$ cat config.mk
export PLATFORM = sky130hd
export DESIGN_NAME = mem_arbiter
export DESIGN_NICKNAME = d
export VERILOG_FILES = /design/src/rtl/mem_arbiter_pkg.sv /design/src/rtl/mem_arbiter_timer.sv /design/src/rtl/mem_arbiter.sv
export SDC_FILE = /design/constraint.sdc
export NUM_CORES = 1
export LEC_CHECK = 0
export CORE_AREA = 2 2 107 109
export DETAILED_ROUTE_END_ITERATION = 8
export DIE_AREA = 0 0 109 111
export DONT_BUFFER_PORTS = 1
export HOLD_SLACK_MARGIN = 0.02
export SYNTH_ARGS = -nofsm -noshare
export SYNTH_HDL_FRONTEND = slang
export SYNTH_SLANG_ARGS = --single-unit
export TNS_END_PERCENT = 30
$ cat constraint.sdc
create_clock -name clock -period 3.05 [get_ports clock]
set_input_delay 0.305 -clock clock [delete_from_list [all_inputs] [get_ports clock]]
set_output_delay 0.305 -clock clock [all_outputs]
set_load 0.02 [all_outputs]
$ cat src/rtl/mem_arbiter_pkg.sv
// Shared types for the IFU/LSU memory arbiter: FSM states, owner encoding and
// the round-robin pick used when both requesters compete for the memory port.
package mem_arbiter_pkg;

  typedef enum logic [1:0] {
    ARB_IDLE = 2'd0,
    ARB_REQ  = 2'd1,
    ARB_WAIT = 2'd2
  } arb_state_e;

  typedef enum logic {
    ARB_OWNER_IFU = 1'b0,
    ARB_OWNER_LSU = 1'b1
  } arb_owner_e;

  // Winner is only meaningful when at least one requester is valid.
  function automatic arb_owner_e rr_pick(input logic ifu_valid, input logic lsu_valid,
                                         input arb_owner_e last_owner);
    if (ifu_valid && lsu_valid) begin
      return (last_owner == ARB_OWNER_LSU) ? ARB_OWNER_IFU : ARB_OWNER_LSU;
    end
    return ifu_valid ? ARB_OWNER_IFU : ARB_OWNER_LSU;
  endfunction

endpackage

$ cat src/rtl/mem_arbiter_timer.sv
// Response timeout counter: cleared on accept, counts while a transaction is
// outstanding and flags expiry. TIMEOUT_CYC=0 disables it.
module mem_arbiter_timer #(
  parameter int TIMEOUT_CYC = 256
) (
  input  logic clock,
  input  logic reset,
  input  logic clear,
  input  logic enable,
  output logic expired
);

  localparam int TW = (TIMEOUT_CYC > 0) ? $clog2(TIMEOUT_CYC + 1) : 1;
  localparam logic [TW-1:0] LIMIT = (TIMEOUT_CYC > 0) ? TW'(TIMEOUT_CYC - 1) : '0;
  localparam logic [TW-1:0] SAT   = (TIMEOUT_CYC > 0) ? TW'(TIMEOUT_CYC) : '0;

  logic [TW-1:0] count;

  // The accept cycle counts as the first elapsed cycle, hence the load of 1.
  always_ff @(posedge clock) begin
    if (reset) begin
      count <= '0;
    end else if (clear) begin
      count <= TW'(1);
    end else if (enable && (count != SAT)) begin
      count <= count + TW'(1);
    end
  end

  assign expired = (TIMEOUT_CYC != 0) && enable && (count >= LIMIT);

endmodule

$ cat src/rtl/mem_arbiter.sv
// Shares one memory port between IFU fetches and LSU loads/stores, one
// transaction at a time, with round-robin ties and a hung-slave timeout.
module mem_arbiter
  import mem_arbiter_pkg::*;
#(
  parameter int ADDR_W      = 32,
  parameter int DATA_W      = 32,
  parameter int TIMEOUT_CYC = 256
) (
  input  logic                clock,
  input  logic                reset,
  input  logic                ifu_reqValid,
  output logic                ifu_reqReady,
  input  logic [ADDR_W-1:0]   ifu_addr,
  output logic                ifu_respValid,
  output logic [DATA_W-1:0]   ifu_rdata,
  input  logic                lsu_reqValid,
  output logic                lsu_reqReady,
  input  logic [ADDR_W-1:0]   lsu_addr,
  input  logic [DATA_W-1:0]   lsu_wdata,
  input  logic [DATA_W/8-1:0] lsu_wmask,
  output logic                lsu_respValid,
  output logic [DATA_W-1:0]   lsu_rdata,
  output logic                resp_err,
  output logic                mem_reqValid,
  input  logic                mem_reqReady,
  output logic [ADDR_W-1:0]   mem_addr,
  output logic [DATA_W-1:0]   mem_wdata,
  output logic [DATA_W/8-1:0] mem_wmask,
  input  logic                mem_respValid,
  input  logic [DATA_W-1:0]   mem_rdata,
  input  logic                mem_err
);

  arb_state_e state;
  arb_owner_e owner;
  arb_owner_e last_owner;
  arb_owner_e pick;
  logic       in_idle;
  logic       accept;
  logic       complete;
  logic       expired;
  logic       timeout;
  logic       resp_fire;
  logic [DATA_W-1:0] resp_data;

  // Outputs are gated with reset so a transaction in flight is dropped silently.
  assign pick         = rr_pick(ifu_reqValid, lsu_reqValid, last_owner);
  assign in_idle      = (state == ARB_IDLE) && !reset;
  assign ifu_reqReady = in_idle && ifu_reqValid && (pick == ARB_OWNER_IFU);
  assign lsu_reqReady = in_idle && lsu_reqValid && (pick == ARB_OWNER_LSU);
  assign accept       = ifu_reqReady || lsu_reqReady;

  assign complete  = (state == ARB_WAIT) && mem_respValid && !reset;
  assign timeout   = expired && !complete && !reset;
  assign resp_fire = complete || timeout;
  assign resp_data = complete ? mem_rdata : '0;

  assign ifu_respValid = resp_fire && (owner == ARB_OWNER_IFU);
  assign lsu_respValid = resp_fire && (owner == ARB_OWNER_LSU);
  assign ifu_rdata     = ifu_respValid ? resp_data : '0;
  assign lsu_rdata     = lsu_respValid ? resp_data : '0;
  assign resp_err      = complete ? mem_err : timeout;
  assign mem_reqValid  = (state == ARB_REQ) && !reset && !expired;

  mem_arbiter_timer #(
    .TIMEOUT_CYC(TIMEOUT_CYC)
  ) u_timer (
    .clock  (clock),
    .reset  (reset),
    .clear  (accept),
    .enable (state != ARB_IDLE),
    .expired(expired)
  );

  always_ff @(posedge clock) begin
    if (reset) begin
      state      <= ARB_IDLE;
      owner      <= ARB_OWNER_LSU;
      last_owner <= ARB_OWNER_LSU;
      mem_addr   <= '0;
      mem_wdata  <= '0;
      mem_wmask  <= '0;
    end else begin
      case (state)
        ARB_IDLE: begin
          if (accept) begin
            owner      <= pick;
            last_owner <= pick;
            state      <= ARB_REQ;
            if (pick == ARB_OWNER_IFU) begin
              mem_addr  <= ifu_addr;
              mem_wdata <= '0;
              mem_wmask <= '0;
            end else begin
              mem_addr  <= lsu_addr;
              mem_wdata <= lsu_wdata;
              mem_wmask <= lsu_wmask;
            end
          end
        end
        ARB_REQ: begin
          if (timeout) begin
            state <= ARB_IDLE;
          end else if (mem_reqReady) begin
            state <= ARB_WAIT;
          end
        end
        ARB_WAIT: begin
          if (resp_fire) begin
            state <= ARB_IDLE;
          end
        end
        default: state <= ARB_IDLE;
      endcase
    end
  end

endmodule

Word level (Yosys, flattened, before mapping)
Cells that the tools add are included.
Widths: inputs -> output; s select.
Word-level totals
  latch bits: 0
  flip-flop bits (word level): 80
  memories: 0
  memory bits (writable): 0
  ROM bits: 0
  input port bits: 139
Cells by class
  $lt $le $gt $ge: 1
  $add $sub $neg: 1
  divide/modulo/power cells: 0
  mux-type cells: 19
  reductions and logical operators: 27
  $mul: 0
  shifts and indexed selects: 0
  equality and inequality tests: 6
  bitwise logic cells: 2
Operators by type and width (count)
  $mux 32: 5
  $logic_and 1x1->1: 16
  $add 9x1->9 const B: 1
  $ge 9x8->1 const B: 1
  $ne 9x9->1 const B: 1
  $mux 1: 8
  $mux 2: 4
  $pmux 2 s3: 1
  $mux 4: 1
  $ne 2x2->1 const B: 2
  $reduce_bool 2->1: 2
  $logic_not 1->1: 3
  $ne 3x3->1 const B: 1
  $reduce_and 3->1: 1
  $eq 2x1->1 const B: 1
  $eq 2x2->1 const B: 1
  $logic_not 2->1: 1
  $logic_or 1x1->1: 2
  $not 1->1: 2
  $reduce_and 2->1: 1
  $reduce_or 2->1: 1

Depth between registers and ports, before layout
Gate-level depths: netlist of run 1.
  depth after elaboration: 9
  depth in mapped cells: 7

Cells and area by module
From an unflattened synthesis of run 1, not the netlist that was laid out.
Second synthesis, totals
  cells, all modules: 516
  area total of the unflattened synthesis: 4423.0 um^2
Modules (own cells, without submodules)
  mem_arbiter: instances 1, cells each 455, area an instance 3893.7 um^2
  mem_arbiter_timer: instances 1, cells each 61, area an instance 529.3 um^2

Worst setup path before layout of run 1
Ideal clock, no wire load.
  kind: flip-flop to output port
  start point: reg u_timer.count[0]
  end point: out mem_reqValid
  buffers on the path: 0
  cell stages (with the launch flop): 8
  data arrival time: 1.975 ns
  path slack: 0.770 ns
  cells stage by stage: dfxtp_1 > ha_1 > nand2_1 > nor3_1 > ha_1 > or2_2 > a21o_1 > nor4b_1
On the way
  cells in the longest elaborated chain, start to end: 4
RTL lines
  from (decl): RTL line mem_arbiter_timer.sv:17  | logic [TW-1:0] count;
  from (signal assigned): RTL line mem_arbiter_timer.sv:26  | count <= count + TW'(1);
  $ge 9x8->1: RTL line mem_arbiter_timer.sv:30  | assign expired = (TIMEOUT_CYC != 0) && enable && (count >= LIMIT);
  $logic_and 1x1->1: RTL line mem_arbiter_timer.sv:30
  $logic_not 1->1: RTL line mem_arbiter.sv:64  | assign mem_reqValid = (state == ARB_REQ) && !reset && !expired;
  $logic_and 1x1->1: RTL line mem_arbiter.sv:64
  to (decl): RTL line mem_arbiter.sv:25  | output logic mem_reqValid,
No other way between the ends.

Worst setup path in the final report of run 1
  start point: reg state[0]
  end point: out lsu_rdata[1]
On the way
  cells in the longest elaborated chain, start to end: 9
  elaborated cells between the ends (all ways): 12
  those cells by class: 1 x eq/ne; 2 x mux; 9 x reduce/logical
RTL lines
  from (decl): RTL line mem_arbiter.sv:35  | arb_state_e state;
  from (signal assigned): RTL line mem_arbiter.sv:78  | state <= ARB_IDLE;
  from (signal assigned): RTL line mem_arbiter.sv:90  | state <= ARB_REQ;
  from (signal assigned): RTL line mem_arbiter.sv:104  | state <= ARB_IDLE;
  $eq 2x2->1: RTL line mem_arbiter.sv:54  | assign complete = (state == ARB_WAIT) && mem_respValid && !reset;
  $logic_and 1x1->1 (2 in a row): RTL line mem_arbiter.sv:54
  $logic_not 1->1: RTL line mem_arbiter.sv:55  | assign timeout = expired && !complete && !reset;
  $logic_and 1x1->1 (2 in a row): RTL line mem_arbiter.sv:55
  $logic_or 1x1->1: RTL line mem_arbiter.sv:56  | assign resp_fire = complete || timeout;
  $logic_and 1x1->1: RTL line mem_arbiter.sv:60  | assign lsu_respValid = resp_fire && (owner == ARB_OWNER_LSU);
  $mux 32 (*): RTL line mem_arbiter.sv:62  | assign lsu_rdata = lsu_respValid ? resp_data : '0;
  to (decl): RTL line mem_arbiter.sv:23  | output logic [DATA_W-1:0] lsu_rdata,
Mark *: on every way between the ends. The rest lies on a longest branch, timed or not.

==> out/summary.txt, run 1 <==
Most common cell after layout, fill and taps aside = dfxtp_1
GR Overflow Total = 0
Ys async rst share = 0
First-pass GRT wire length = 16.35 mm
Count of cell types in the netlist = 52
Pwr Total = 2722 µW
Setup violators final = 0
Peak VDD IR = 0.3271 mV
Worst Hold Depth = 1
Number of global-route vias before repair = 3168
Vias = 3353
Multi-input combinational cell area = 2126 µm²
Fin crit share = 0.8355
Gate Count Post-Synth = 438
1st-iter DRT viols = 177
Layout cell share with drive strength beyond 1 = 0.09113
Most frequent cells in the layout = 80 x dfxtp_1, 64 x and2_1, 39 x a21oi_1, 37 x o21ai_0, 36 x a22o_1
Residual DRC = 0
Post-layout net count = 554
Clock-pin slew on the worst setup and hold paths = 70 ps
Hold_sp = reset
Fmax = 0.3924 GHz
Worst EP arrival = 2240 ps
Hold Path Class = input pin to flop
Full die area = 12100 µm²
Cell Pwr Density = 631.7 nW/µm²
Maximum clock insertion buffer count = 2
Nature of the critical path endpoint = output port
Post-synthesis area per instance = 9.135 µm²
R2R Path End = mem_addr[25]
Hold Buf Count CTS = 0
Area growth syn-to-layout = 7.692%
CTS tree = yes
First-pass detailed-route iteration total = 4
Antenna Nets Post-Route = 0
Pre-CTS setup slack = 885.8 ps
Pin count of the biggest net entering global routing = 67
Root Buffer = clkbuf_16
Cell Count Post-Placement = 544
Slew @ Worst Pin = 1007 ps
Num CTS Buffers = 9
FF+latch count, synth = 80
Post-cts sizing count = 0
Gr usage total = 0.1708
# rows = 39
Die height = 111 µm
Static Leak = 0.001486 µW
Cell Area, Synth = 4001 µm²
R2R depth = 3
Critical path startpoint category = flop
GPL Wtd Cong = 0.7484
Io pins = 277
Clock period minus worst slack = 2548 ps
Max FO, Critical Path = 32
Register area = 1602 µm²
HPWL after detailed placement = 7.627 mm
Count of port buffers added during placement = 0
Hold Path End = mem_addr[26]
Placeable core area = 11080 µm²
Clk sinks = 80
R2r setup slk = 1120 ps
RR Startpoint = last_owner
Slew headroom = 0.3276
Vias per inst = 5.988
# diodes = 0
Max-Cap Viols = 0
Routed len/inst = 19.53 µm
Fill count = 1089
Clock latency on the worst-skew pair = 340 ps
Postcts setup bufs = 0
Number of flops mapped to enable cells by yosys = 0
RSZ-0062 raised after global routing = false
Chip width = 109 µm
Starting Density = 0.3612
Final setup TNS = 0 ps
Initial antenna violation count = 0
Yosys warning total = 0
Crit Path Class = flop to output port
Mapped Nets = 580
Skew final = 6.975 ps
Status = completed
Cell Count, Final, Fillers Out = 560
Max-slew violations = 0
WL final = 10.94 mm
Fin. Hold Viols = 0
Critical path required time = 2740 ps
Placed Area = 4004 µm²
Htree depth = 3
Final WS setup = 501.8 ps
Design area = 4309 µm²
Post-synthesis sequential area ratio = 0.4003
Ys flop type = dfxtp_1
==> power by group <==
part / switching, µW / leakage, µW / total (µW) / internal [µW]
registers: 167 / 0.000655 / 1300 / 1130
clock network: 458 / 0.000143 / 1100 / 643
logic: 192 / 0.000688 / 324 / 132
total: 818 / 0.00149 / 2720 / 1900
==> sequential cells by signal (all words and copies together) (netlist names) <==
name,count
u_timer.count,9
mem_addr,32
state,2
last_owner,1
mem_wmask,4
mem_wdata,32
==> worst max path at each step <==
stage / from / endpoint / slack, ps / depth (start not counted)
2_1_floorplan: u_timer.count[0] / mem_reqValid / 770 / 7
3_3_place_gp: state[0] / lsu_rdata[1] / 1000 / 3
3_5_place_dp: state[0] / lsu_rdata[1] / 890 / 3
4_1_cts: state[0] / lsu_rdata[1] / 500 / 3
5_1_grt: state[0] / lsu_rdata[12] / 330 / 3
6_report: state[0] / lsu_rdata[1] / 500 / 3
==> through the flow <==
stage          hold slack [ps]    util
2_1_floorplan            437.6       -
3_3_place_gp             386.3  0.3615
3_5_place_dp             388.4  0.3615
4_1_cts                  29.48  0.3890
5_1_grt                  35.61  0.3890
6_report                 57.01  0.3890
==> routing by layer <==
| metal | share of wire | global-route usage |
|---|---|---|
| met1 | 0.42 | 0.2052 |
| met2 | 0.49 | 0.2836 |
| met3 | 0.077 | 0.05761 |
| met4 | 0.015 | 0.05470 |
| met5 | 0 | 0 |
==> worst max-delay path, cell delays in order, from the launching register on <==
cell and delay, ps:
dfxtp_1 460, nor2b_1 340, and4_1 740, and2_1 360
==> Yosys cell counts (2+ instances only) <==
library cell   n  area (µm²)
a21oi_1       39       195.2
nand2_1        5       18.77
a311oi_2       2       30.03
o21ai_1        2       10.01
buf_4          5       37.54
buf_6          4       45.04
o31ai_1        2       15.01
buf_2         18       90.09
inv_2          2       7.510
o211ai_1       3       22.52
buf_1          2       7.510
nor2_1         4       15.01
nor4b_1        2       17.52
dfxtp_1       80        1602
and2_1        64       400.4
clkbuf_2       4       20.02
a311oi_1      31       271.5
inv_1          6       22.52
clkbuf_1      13       48.80
nor2b_1        2       12.51
nor3_4         2       32.53
nor3_1         3       15.01
or3_1          3       18.77
nor4_1         2       12.51
ha_1           3       37.54
nand3_1        3       15.01
a31oi_1        2       12.51
nand3b_1      32       240.2
a22o_1        36       315.3
o21ai_0       37       185.2
and4_1         3       26.28
and3_1         2       12.51
==> cells by family after synthesis <==
group                      Yosys count  synth area share
AOI/OAI and AO/OA                  162            0.2833
xor gates and xnor gates             1          0.002189
adders and majority gates            3          0.009382
buffers and inverters               54           0.06973
DFF                                 80            0.4003
and+or+nand+nor                    138            0.2351
==> final cells by class <==
class                           count  share of cell area
Multi-Input combinational cell    304              0.4933
Sequential cell                    80              0.3717
Clock buffer                        9             0.05226
Tap cell                          143             0.04152
Clock inverter                      7             0.01858
Timing Repair Buffer                9             0.01568
Inverter                            8            0.006969
Note: power is estimated with default switching activity, not from simulation.
==> run 2, diff against run 1 <==
==> constraint.sdc (replaced) <==
create_clock -name clock -period 2.65 [get_ports clock]
set_input_delay 0.265 -clock clock [delete_from_list [all_inputs] [get_ports clock]]
set_output_delay 0.265 -clock clock [all_outputs]
set_load 0.02 [all_outputs]
==> run 2 against run 1 <==
First-iteration DRC count up 14%. Register-to-register slack worse by 260 ps. Die area is the same. Highest routed layer unchanged. Cell area is 0.58% higher. Combinational power increased by 19%. Worst setup slack worse by 270 ps. Global-route usage down 0.13 points. Sequential share of layout area decreased by 0.21 points. Largest cell class unchanged. Cell count increased by 0.54%. Core utilization increased by 0.23 points. Critical path depth up 5.
==> out/summary.txt, run 2 (synthesized netlist as in run 1, its figures left out) <==
Htree depth = 3 (unchanged)
Skew final = 7.397 ps (+0.4221 ps)
Chip width = 109 µm (unchanged)
Clock period minus worst slack = 2421 ps
Io pins = 277 (unchanged)
Count of port buffers added during placement = 0 (unchanged)
Register area = 1602 µm² (unchanged)
Most common cell after layout, fill and taps aside = dfxtp_1
Routed len/inst = 19.20 µm (-1.7%)
Fin. Hold Viols = 0 (unchanged)
Critical path startpoint category = flop
Full die area = 12100 µm² (unchanged)
Final setup TNS = 0 ps (unchanged)
Clock-pin slew on the worst setup and hold paths = 70 ps (about the same)
Cell Pwr Density = 716.0 nW/µm² (+13%)
Die height = 111 µm (unchanged)
Fin crit share = 0.9135
Util after Layout = 0.3913 (+0.002259)
Placeable core area = 11080 µm² (unchanged)
Antenna Nets Post-Route = 0 (unchanged)
Gr usage total = 0.1695 (-0.001292)
Starting Density = 0.3612 (unchanged)
1st-iter DRT viols = 201 (+14%)
Most frequent cells in the layout = 80 x dfxtp_1, 64 x and2_1, 39 x a21oi_1, 37 x o21ai_0, 36 x a22o_1
Peak VDD IR = 0.3658 mV (+12%)
Slew @ Worst Pin = 705.8 ps (-300.7 ps)
Fill count = 1091 (+0.18%)
RSZ-0062 raised after global routing = false
Static Leak = 0.001510 µW (+1.6%)
CTS tree = yes
GPL Wtd Cong = 0.7929 (+5.9%)
Clk sinks = 80 (unchanged)
Pin count of the biggest net entering global routing = 41 (-39%)
GR Overflow Total = 0 (unchanged)
Biggest regs = mem_addr (32), mem_wdata (32), u_timer.count (9)
Setup violators final = 0 (unchanged)
Crit Path Class = flop to output port
Worst EP arrival = 2160 ps (-80 ps)
Layout cell share with drive strength beyond 1 = 0.09524 (+0.004111)
Area growth syn-to-layout = 8.318%
Number of global-route vias before repair = 3037 (-4.1%)
# rows = 39 (unchanged)
Max FO, Critical Path = 5 (-84%)
HPWL after detailed placement = 7.715 mm (+1.1%)
Multi-input combinational cell area = 2126 µm² (unchanged)
Slew headroom = 0.5295 (+0.2019)
Critical path required time = 2380 ps (-360 ps)
Status = completed
First-pass GRT wire length = 16.22 mm (-0.76%)
Fmax = 0.4131 GHz
Max-Cap Viols = 0 (unchanged)
Cell mode on critical path = ha_1
Vias = 3373 (+0.60%)
First-pass detailed-route iteration total = 4 (unchanged)
Vias per inst = 5.991 (about the same)
Post-cts sizing count = 0 (unchanged)
Slowest cell on crit path = dfxtp_1
Initial antenna violation count = 0 (unchanged)
Max incr delay on CP = 340 ps (-400 ps)
Hold Path Class = input pin to flop
# diodes = 0 (unchanged)
Max-slew violations = 0 (unchanged)
WL final = 10.81 mm (-1.1%)
Postcts setup bufs = 0 (unchanged)
Residual DRC = 0 (unchanged)
Post-layout net count = 557 (+0.54%)
Root Buffer = clkbuf_16
Nature of the critical path endpoint = output port
Clock latency on the worst-skew pair = 330 ps (about the same)
Num CTS Buffers = 9 (unchanged)
Worst path cell trace = ha_1 -> nand2_1 -> nor3_1 -> ha_1 -> or2_2 -> a21o_1 -> nor4b_1 -> buf_4
Maximum clock insertion buffer count = 2 (unchanged)
run 2: cell types whose count changed in the layout (fill, tap and decap cells not counted):
| cell | delta |
|---|---|
| clkinvlp_4 | -2 |
| clkbuf_1 | +1 |
| clkinv_2 | +2 |
| buf_4 | +2 |
| clkinv_4 | -1 |
| buf_12 | +1 |
run 2: critical path, delay by kind of cell (launching register included):
kind            cells  cell delay (ps)
flops               1              340
simple gates        4              700
buf+inv             1              210
fa+ha+maj           2              390
compound gates      1              190
run 2: layer usage:
| layer | GRT usage | share of wire |
|---|---|---|
| met1 | 0.2265 | 0.42 |
| met2 | 0.2605 | 0.49 |
| met3 | 0.04997 | 0.079 |
| met4 | 0.05470 | 0.015 |
| met5 | 0 | 0 |
run 2: repair_timing:
item                                   in CTS  in global routing
setup endpoints to repair                   0                  0
hold buffers                                1                  0
endpoints found under the hold margin      33                  0
run 2: report_power, final:
group | total (µW) | leakage (µW) | internal (µW) | switching, µW
clock network | 1220 | 0.000147 | 735 | 490
registers | 1490 | 0.000655 | 1300 | 192
logic | 385 | 0.000708 | 157 | 228
run 2: per-stage QoR:
stage	cell area (µm²)	hold slack (ps)	worst slack [ps]	std cells	total power, µW
floorplan	4001	397.6	410.3	438	1836
detailed placement	4019	348.6	570.2	546	1896
CTS	4334	49.45	212.2	563	3140
global placement	4019	346.6	622.1	546	1883
finish	4334	60.97	229.2	563	3103
global route	4334	45.39	46.64	563	3258
run 2: layout make-up:
class | instances | area share
Clock buffer | 10 | 0.05283
Sequential cell | 80 | 0.3695
Multi-Input combinational cell | 304 | 0.4905
Clock inverter | 6 | 0.01530
Inverter | 8 | 0.006928
Timing Repair Buffer | 12 | 0.02367
Tap cell | 143 | 0.04128
run 2: final timing paths:
kind,start,endpoint,slack [ps],cells past startpoint
setup / recovery,u_timer.count[0],mem_reqValid,230,8
hold / removal,lsu_wdata[0],mem_wdata[0],60,1
setup reg to reg,last_owner,mem_addr[25],860,4
hold reg to reg,u_timer.count[7],u_timer.count[7],510,2
